File: config.mk
export PLATFORM = sky130hd
export DESIGN_NAME = pe_load_sequencer
export DESIGN_NICKNAME = d
export VERILOG_FILES = /design/src/rtl/pe_sched_pkg.sv /design/src/rtl/pe_eoc_tracker.sv /design/src/rtl/pe_load_sequencer.sv
export SDC_FILE = /design/constraint.sdc
export NUM_CORES = 1
export LEC_CHECK = 0
export CAP_MARGIN = 25
export CORE_UTILIZATION = 35
export CTS_CLUSTER_SIZE = 20
export DETAILED_ROUTE_END_ITERATION = 10
export PLACE_DENSITY = 0.68
export SLEW_MARGIN = 20
export SYNTH_ARGS = -nofsm -noshare
export SYNTH_HDL_FRONTEND = slang
export SYNTH_SLANG_ARGS = --single-unit
export TNS_END_PERCENT = 10
File: constraint.sdc
create_clock -name ACLK -period 2.5 [get_ports ACLK]
set_input_delay 0.25 -clock ACLK [delete_from_list [all_inputs] [get_ports ACLK]]
set_output_delay 0.25 -clock ACLK [all_outputs]
set_load 0.005 [all_outputs]
File: src/rtl/pe_sched_pkg.sv
// rtl/pe_sched_pkg.sv - shared PE group sequencing types and pe_ctrl field positions
package pe_sched_pkg;

    typedef enum logic [1:0] {
        ST_IDLE     = 2'd0,
        ST_LOAD     = 2'd1,
        ST_WAIT_EOC = 2'd2,
        ST_DONE     = 2'd3
    } pe_load_state_e;

    // pe_ctrl packs {pe_id, valid, namespace_id}: namespace in the LSBs, pe_id in the MSBs
    localparam int CTRL_NS_LSB = 0;

    function automatic int ctrl_valid_bit(input int ns_width);
        return ns_width;
    endfunction

    function automatic int ctrl_pe_id_lsb(input int ns_width);
        return ns_width + 1;
    endfunction

endpackage

File: src/rtl/pe_eoc_tracker.sv
// rtl/pe_eoc_tracker.sv - sticky end-of-compute mask; watchdog present with PE_LOAD_TIMEOUT_EN
module pe_eoc_tracker #(
    parameter int NUM_PE = 4
`ifdef PE_LOAD_TIMEOUT_EN
    ,
    parameter int TIMEOUT_CYCLES = 4096
`endif
) (
    input  logic              clk,
    input  logic              resetn,
    input  logic              i_clear,
    input  logic              i_capture,
    input  logic [NUM_PE-1:0] i_eoc,
`ifdef PE_LOAD_TIMEOUT_EN
    input  logic              i_wait,
`endif
    output logic              o_all_done,
    output logic              o_timeout
);

    logic [NUM_PE-1:0] r_mask;

    always_ff @(posedge clk) begin
        if (!resetn) begin
            r_mask <= '0;
        end else if (i_clear) begin
            r_mask <= '0;
        end else if (i_capture) begin
            r_mask <= r_mask | i_eoc;
        end
    end

    assign o_all_done = &r_mask;

`ifdef PE_LOAD_TIMEOUT_EN
    localparam int WD_WIDTH = $clog2(TIMEOUT_CYCLES + 1);

    logic [WD_WIDTH-1:0] r_wd;

    // Restarts from zero whenever the sequencer is not waiting on EOC
    always_ff @(posedge clk) begin
        if (!resetn) begin
            r_wd <= '0;
        end else if (i_clear || !i_wait) begin
            r_wd <= '0;
        end else begin
            r_wd <= r_wd + 1'b1;
        end
    end

    assign o_timeout = i_wait && (r_wd == WD_WIDTH'(TIMEOUT_CYCLES - 1));
`else
    assign o_timeout = 1'b0;
`endif

endmodule

File: src/rtl/pe_load_sequencer.sv
// rtl/pe_load_sequencer.sv - round-robin PE group load sequencer; PE_LOAD_TIMEOUT_EN enables the EOC watchdog
module pe_load_sequencer
    import pe_sched_pkg::*;
#(
    parameter int DATA_WIDTH      = 16,
    parameter int PE_ID_WIDTH     = 2,
    parameter int NAMESPACE_WIDTH = 2,
    parameter int CTRL_PE_WIDTH   = PE_ID_WIDTH + 1 + NAMESPACE_WIDTH,
    parameter int COUNT_WIDTH     = 16,
    parameter int TIMEOUT_CYCLES  = 4096
) (
    input  logic                        ACLK,
    input  logic                        ARESETN,
    input  logic                        START,
    input  logic [COUNT_WIDTH-1:0]      cfg_words_per_pe,
    input  logic [NAMESPACE_WIDTH-1:0]  cfg_namespace,
    input  logic [DATA_WIDTH-1:0]       s_data,
    input  logic                        s_valid,
    output logic                        s_ready,
    output logic [DATA_WIDTH-1:0]       pe_data,
    output logic [CTRL_PE_WIDTH-1:0]    pe_ctrl,
    input  logic [2**PE_ID_WIDTH-1:0]   pe_eoc,
    output logic                        busy,
    output logic                        done,
    output logic                        error
);

    localparam int NUM_PE    = 2**PE_ID_WIDTH;
    localparam int VALID_BIT = ctrl_valid_bit(NAMESPACE_WIDTH);

    pe_load_state_e              r_state, w_nxt;
    logic [COUNT_WIDTH-1:0]      r_cfg_words;
    logic [NAMESPACE_WIDTH-1:0]  r_cfg_ns;
    logic [PE_ID_WIDTH-1:0]      r_pe_idx;
    logic [COUNT_WIDTH-1:0]      r_word_cnt;
    logic [DATA_WIDTH-1:0]       r_pe_data;
    logic [CTRL_PE_WIDTH-1:0]    r_pe_ctrl;
    logic                        r_done;
    logic                        w_start_acc, w_hs, w_wrap, w_last;
    logic                        w_all_done, w_timeout;

    assign w_start_acc = START && (r_state == ST_IDLE);
    assign w_hs        = s_valid && s_ready;
    assign w_wrap      = w_hs && (r_pe_idx == PE_ID_WIDTH'(NUM_PE - 1));
    assign w_last      = w_wrap && ((r_word_cnt + 1'b1) == r_cfg_words);

    pe_eoc_tracker #(
        .NUM_PE         (NUM_PE)
`ifdef PE_LOAD_TIMEOUT_EN
        ,
        .TIMEOUT_CYCLES (TIMEOUT_CYCLES)
`endif
    ) u_eoc_tracker (
        .clk        (ACLK),
        .resetn     (ARESETN),
        .i_clear    (w_start_acc),
        .i_capture  ((r_state == ST_LOAD) || (r_state == ST_WAIT_EOC)),
        .i_eoc      (pe_eoc),
`ifdef PE_LOAD_TIMEOUT_EN
        .i_wait     (r_state == ST_WAIT_EOC),
`endif
        .o_all_done (w_all_done),
        .o_timeout  (w_timeout)
    );

    always_comb begin
        w_nxt = r_state;
        case (r_state)
            ST_IDLE:     if (w_start_acc) w_nxt = (cfg_words_per_pe == '0) ? ST_DONE : ST_LOAD;
            ST_LOAD:     if (w_last) w_nxt = ST_WAIT_EOC;
            ST_WAIT_EOC: if (w_all_done || w_timeout) w_nxt = ST_DONE;
            ST_DONE:     w_nxt = ST_IDLE;
            default:     w_nxt = ST_IDLE;
        endcase
    end

    always_ff @(posedge ACLK) begin
        if (!ARESETN) begin
            r_state     <= ST_IDLE;
            r_cfg_words <= '0;
            r_cfg_ns    <= '0;
            r_pe_idx    <= '0;
            r_word_cnt  <= '0;
            r_pe_data   <= '0;
            r_pe_ctrl   <= '0;
            r_done      <= 1'b0;
        end else begin
            r_state <= w_nxt;
            if (w_start_acc) begin
                r_cfg_words <= cfg_words_per_pe;
                r_cfg_ns    <= cfg_namespace;
                r_pe_idx    <= '0;
                r_word_cnt  <= '0;
            end
            if (w_hs) begin
                r_pe_data <= s_data;
                r_pe_ctrl <= {r_pe_idx, 1'b1, r_cfg_ns};
                r_pe_idx  <= r_pe_idx + 1'b1;
                if (w_wrap) r_word_cnt <= r_word_cnt + 1'b1;
            end else begin
                r_pe_ctrl[VALID_BIT] <= 1'b0;
            end
            // Pulse lands with DONE when reached from WAIT_EOC, one cycle after DONE for an empty load
            r_done <= ((r_state == ST_WAIT_EOC) && (w_nxt == ST_DONE)) ||
                      ((r_state == ST_DONE) && !r_done);
        end
    end

`ifdef PE_LOAD_TIMEOUT_EN
    logic r_error;

    always_ff @(posedge ACLK) begin
        if (!ARESETN) begin
            r_error <= 1'b0;
        end else if (w_start_acc) begin
            r_error <= 1'b0;
        end else if (w_timeout) begin
            r_error <= 1'b1;
        end
    end

    assign error = r_error;
`else
    assign error = 1'b0;
`endif

    assign s_ready = (r_state == ST_LOAD);
    assign busy    = (r_state != ST_IDLE);
    assign done    = r_done;
    assign pe_data = r_pe_data;
    assign pe_ctrl = r_pe_ctrl;

endmodule

==> reports/summary.txt, run 1 <==
Status = completed
Post-CTS Setup Inserts = 0
# port buffers = 65
Core ar. = 8341 sq um
Cell row count = 33
Die height = 95.65 um
PnR worst setup slack = 0.3098 ns
Commonest non-fill, non-tap cells in the layout = 96 x nand2_1, 65 x clkdlybuf4s50_1, 64 x dfxtp_1, 58 x a21oi_1, 24 x nor2_1
Vias per cell = 5.119
Critical-path cell list = ha_1 -> nand3_1 -> nor4_2 -> xnor2_1 -> nand3_1 -> nor4_2 -> a31oi_1
Synthesized netlist cell count = 394
Routability cong. = 0.8706
Final HPWL DP = 5.533 mm
Initial Util = 0.3680
FF+latch count, synth = 64
Clk slew on worst S/H paths = 0.07 ns
Hold endpoint = pe_data[9]$_SDFFE_PN0P_
Critical path arrival = 2.41 ns
Kind of critical path = flop to flop
Area Growth Syn to Fin = 29.27%
Synthesis Warnings = 0
Antenna Nets Post-Route = 0
Most common cell after layout, fill and taps aside = nand2_1
Nets = 502
Sequential area share after synthesis = 0.4174
Reg2Reg Depth = 7
Die width = 95.65 um
Unique masters post-synth = 42
Worst hold stages = 3
CP startpoint kind = flop
Die area = 9148 sq um
Final Util = 0.4757
Capture point of the worst reg-to-reg path = r_state[0]$_SDFF_PN0_
Yosys top cell area share = 0.4174
Syn avg cell area = 7.790 sq um
Total global-route track usage = 0.1766
CTS tree = done
Critical path's largest stage delay = 0.43 ns
Worst reg-to-reg setup slack = 0.31 ns
Max-cap violations = 0
Max Clk Rate = 0.4566 GHz
Slew Limit Fails = 0
Clock skew = 0.009755 ns
Period Utilization, post-route = 0.8761
Peak VDD IR = 0.5114 mV
Endpoints failing hold = 0
WL per Instance = 13.67 um
Vias in the first global route = 2,592
Fillers = 794
Rel. slew slack = 0.6654
Top FF cell, synth = dfxtp_1
DRT Wirelength = 7.682 mm
Total gr overflow = 0
Yosys top cell by area = dfxtp_1
Launch point of the worst hold path = s_data[9]
Drt first pass iters = 4
ANT cells = 0
Worst r2r src = r_word_cnt[0]$_SDFF_PN0_
Htree depth = 3
Via Count = 2,877
# IOs = 67
Pwr Density = 738.0 nW/um^2
Residual DRC = 0
Worst path slowest cell = dfxtp_1
Largest net degree at the start of global routing = 49
Leak = 1.422 nW
Worst-margin pin slew = 0.5019 ns
Post-synth EDFFs = 0
Place WS = 0.2079 ns
Min Tclk post-route = 2.190 ns
Area contributors post-synth = dfxtp_1 42%, nand2_1 12%, a21oi_1 9.5%
Initial antenna violation count = 0
TNS Setup = 0 ns
First-pass GRT wire length = 12.41 mm
Worst EP required = 2.72 ns
Clk_lat worst skew = 0.34 ns
Iter 0 DRT Violations = 184
Share of cells above drive strength 1 = 0.06346
Max FO, Critical Path = 8
Clock root buffer = clkbuf_8
Syn Nets = 443
Final setup fails = 0
Synthesized area = 3069 sq um
Num CTS Buffers = 9
Asr flop ratio synth = 0
RSZ-0062 raised after global routing = no
Critical Path Sink Type = flop
Clock buffer depth = 2
Min-delay worst type = primary input to flop
Sink Count = 64
## timing repair
item                                    in CTS  in global routing
endpoints found under the setup margin       0                  1
gates resized for setup                      0                  1
hold buffers                                 0                  0
## synth_stat cells (all sizes together), types with 5 or more instances
library cell,n
a31oi,6
nor4,10
buf,10
nand2,96
o21ai,13
nor2,24
dfxtp,64
and3,5
nor3,6
xnor2,14
ha,7
xor2,14
a21oi,59
clkbuf,14
nand3,14
or3,6
## registers in the layout (all words and copies together) (netlist names), 2 cells and up
| signal | cells |
|---|---|
| r_pe_idx | 2 |
| r_state | 2 |
| pe_data | 16 |
| r_word_cnt | 16 |
| r_cfg_ns | 2 |
| r_cfg_words | 16 |
| pe_ctrl | 5 |
| u_eoc_tracker.r_mask | 4 |
## power by group
part,switching [mW],internal (mW)
clock network,0.380,0.380
logic,0.492,0.421
registers,0.107,1.15
total,0.979,1.95
## critical path: cells and delay by family, from the launching register on
family / cells / cell delay (ns)
adders and majority gates: 1 / 0.33
and+or+nand+nor: 4 / 1.00
xor gates and xnor gates: 1 / 0.18
AOI/OAI and AO/OA: 1 / 0.13
DFF: 1 / 0.43
## area by class of cell
type / count / area, sq um / area share
clock buffer: 12 / 145.1 / 0.03658
inverter: 4 / 15.01 / 0.003784
tap: 105 / 131.4 / 0.03311
clock inverter: 3 / 18.77 / 0.004730
timing repair buffer: 72 / 703.2 / 0.1772
multi-input combinational: 302 / 1673 / 0.4216
sequential: 64 / 1281 / 0.3229
## logic make-up (layout without fill, tap and decap cells)
kind of cell / Yosys count / in the layout / share of synthesized area
simple gates: 179 / 179 / 0.2752
compound gates: 87 / 87 / 0.1582
flops: 64 / 64 / 0.4174
xor+xnor: 28 / 28 / 0.07990
buf+inv: 28 / 91 / 0.03954
fa+ha+maj: 7 / 7 / 0.02854
other cells: 1 / 1 / 0.001222
## worst max-delay path by stage
stage,start,endpoint,slack [ns],depth (start not counted)
global placement,r_word_cnt[0]$_SDFF_PN0_,r_state[0]$_SDFF_PN0_,0.38,7
detailed placement,r_word_cnt[0]$_SDFF_PN0_,r_state[0]$_SDFF_PN0_,0.21,7
global route,r_word_cnt[0]$_SDFF_PN0_,r_state[0]$_SDFF_PN0_,0.15,7
floorplan,r_state[1]$_SDFF_PN0_,r_state[0]$_SDFF_PN0_,0.56,9
finish,r_word_cnt[0]$_SDFF_PN0_,r_state[0]$_SDFF_PN0_,0.31,7
CTS,r_word_cnt[0]$_SDFF_PN0_,r_state[0]$_SDFF_PN0_,0.19,7
## routing by layer
metal,global-route usage,part of all wire
met2,0.2625,0.46
met1,0.2440,0.46
met3,0.03668,0.058
met5,0,0
met4,0.07960,0.017
## stage by stage
step | instance area (sq um) | total power [mW] | std cells | hold WS [ns]
final | 3968 | 2.928 | 562 | 0.4507
after CTS | 3961 | 2.945 | 562 | 0.4412
after global placement | 3797 | 2.172 | 547 | 0.4416
after global routing | 3968 | 3.128 | 562 | 0.4581
after detailed placement | 3797 | 2.181 | 547 | 0.4473
after floorplan | 3069 | 1.817 | 394 | 0.3717
Note: power is estimated with default switching activity, not from simulation.
==> inputs of run 2 (changes only) <==
==> constraint.sdc (replaced) <==
create_clock -name ACLK -period 2.2 [get_ports ACLK]
set_input_delay 0.22 -clock ACLK [delete_from_list [all_inputs] [get_ports ACLK]]
set_output_delay 0.22 -clock ACLK [all_outputs]
set_load 0.005 [all_outputs]
==> reports/summary.txt, run 2 (synthesized netlist as in run 1, its figures left out) <==
Critical path arrival = 2.23 ns
# port buffers = 65
Residual DRC = 0
Placed Instance Area = 3880 sq um
Max FO, Critical Path = 11
Clk_lat worst skew = 0.35 ns
DRT Wirelength = 7.773 mm
RSZ-0062 raised after global routing = no
Clk slew on worst S/H paths = 0.07 ns
Clock buffer depth = 2
Min-delay worst type = primary input to flop
Largest net degree at the start of global routing = 28
Commonest non-fill, non-tap cells in the layout = 96 x nand2_1, 65 x clkdlybuf4s50_1, 64 x dfxtp_1, 58 x a21oi_1, 24 x nor2_1
Die height = 95.65 um
CP startpoint kind = flop
TNS Setup = 0 ns
Initial antenna violation count = 0
Endpoints failing hold = 0
Share of cells above drive strength 1 = 0.08955
Critical Path Sink Type = flop
WL per Instance = 13.54 um
Antenna Nets Post-Route = 0
Num CTS Buffers = 9
CTS tree = done
Leak = 1.516 nW
Clock skew = 0.009445 ns
Drt first pass iters = 4
PnR worst setup slack = 0.2048 ns
Most common cell after layout, fill and taps aside = nand2_1
Max Clk Rate = 0.5012 GHz
Total gr overflow = 0
Area Growth Syn to Fin = 34.61%
Worst EP required = 2.44 ns
Place WS = 0.1574 ns
Via Count = 2,924
Post-CTS Setup Inserts = 0
Die width = 95.65 um
Clock root buffer = clkbuf_8
Iter 0 DRT Violations = 180
Peak VDD IR = 0.5209 mV
Period Utilization, post-route = 0.9069
Post-cts hold buffer count = 0
Kind of critical path = flop to flop
Total power = 3.730 mW
Sink Count = 64
Pwr Density = 902.8 nW/um^2
Core ar. = 8341 sq um
ANT cells = 0
First-pass GRT wire length = 12.39 mm
Vias per cell = 5.094
Final HPWL DP = 5.590 mm
Initial Util = 0.3680
Final setup fails = 0
# IOs = 67
Status = completed
Htree depth = 3
Min Tclk post-route = 1.995 ns
Vias in the first global route = 2,568
Cell row count = 33
Die area = 9148 sq um
Total global-route track usage = 0.1786
Max-cap violations = 0
Post-layout instance area = 4131 sq um
Slew Limit Fails = 0
Nets = 513
Routability cong. = 0.8774
[run 2: cell type report]
| cell class | count | area [sq um] |
|---|---|---|
| fillers | 820 | 4209 |
| multi-input cells | 302 | 1673 |
| repair buffers | 83 | 785.8 |
| flip-flops and latches | 64 | 1281 |
| clock inverters | 5 | 103.9 |
| well taps | 105 | 131.4 |
| clock buffers | 11 | 141.4 |
| inverters | 4 | 15.01 |
[run 2: path summary, 6_finish.rpt]
| kind | from | endpoint | slack (ns) | cells past startpoint |
|---|---|---|---|---|
| worst max-delay path | r_word_cnt[2]$_SDFF_PN0_ | r_state[1]$_SDFF_PN0_ | 0.20 | 7 |
| worst min-delay path | s_data[15] | pe_data[15]$_SDFFE_PN0P_ | 0.41 | 3 |
| worst max register to register | r_word_cnt[2]$_SDFF_PN0_ | r_state[1]$_SDFF_PN0_ | 0.20 | 7 |
| worst min register to register | pe_data[3]$_SDFFE_PN0P_ | pe_data[3]$_SDFFE_PN0P_ | 0.45 | 2 |
[run 2: power breakdown]
part,total [mW],internal (mW),switching [mW],leakage (nW)
Sequential,1.42,1.30,0.119,0.520
Combinational,1.06,0.494,0.567,0.872
Clock,1.25,0.784,0.461,0.124
[run 2: layer usage]
| metal | vias to the layer above | GRT usage | wire, um |
|---|---|---|---|
| met5 | - | 0 | 0 |
| met2 | 57 | 0.2542 | 3529 |
| met3 | 15 | 0.04226 | 401 |
| li1 | 1483 | - | - |
| met4 | 0 | 0.08706 | 180 |
| met1 | 1369 | 0.2502 | 3663 |
[run 2: stage by stage]
stage	hold slack [ns]	std cells	utilization
detailed placement	0.4463	558	0.4652
global route	0.4110	574	0.4954
global placement	0.4417	558	0.4652
finish	0.4107	574	0.4954
CTS	0.4011	574	0.4946
floorplan	0.3417	394	-
[run 2: critical path: stages (launching register included)]
cell,delay (ns)
dfxtp_1,0.49
and4_1,0.43
a21oi_1,0.12
and3_1,0.20
a211oi_1,0.23
buf_4,0.18
nor4b_2,0.04
a21o_1,0.19
[run 2: what timing repair did]
action / 4_1_cts / 5_1_grt
hold endpoints to repair: 0 / 0
endpoints found under the setup margin: 0 / 2
gates resized for setup: 0 / 1
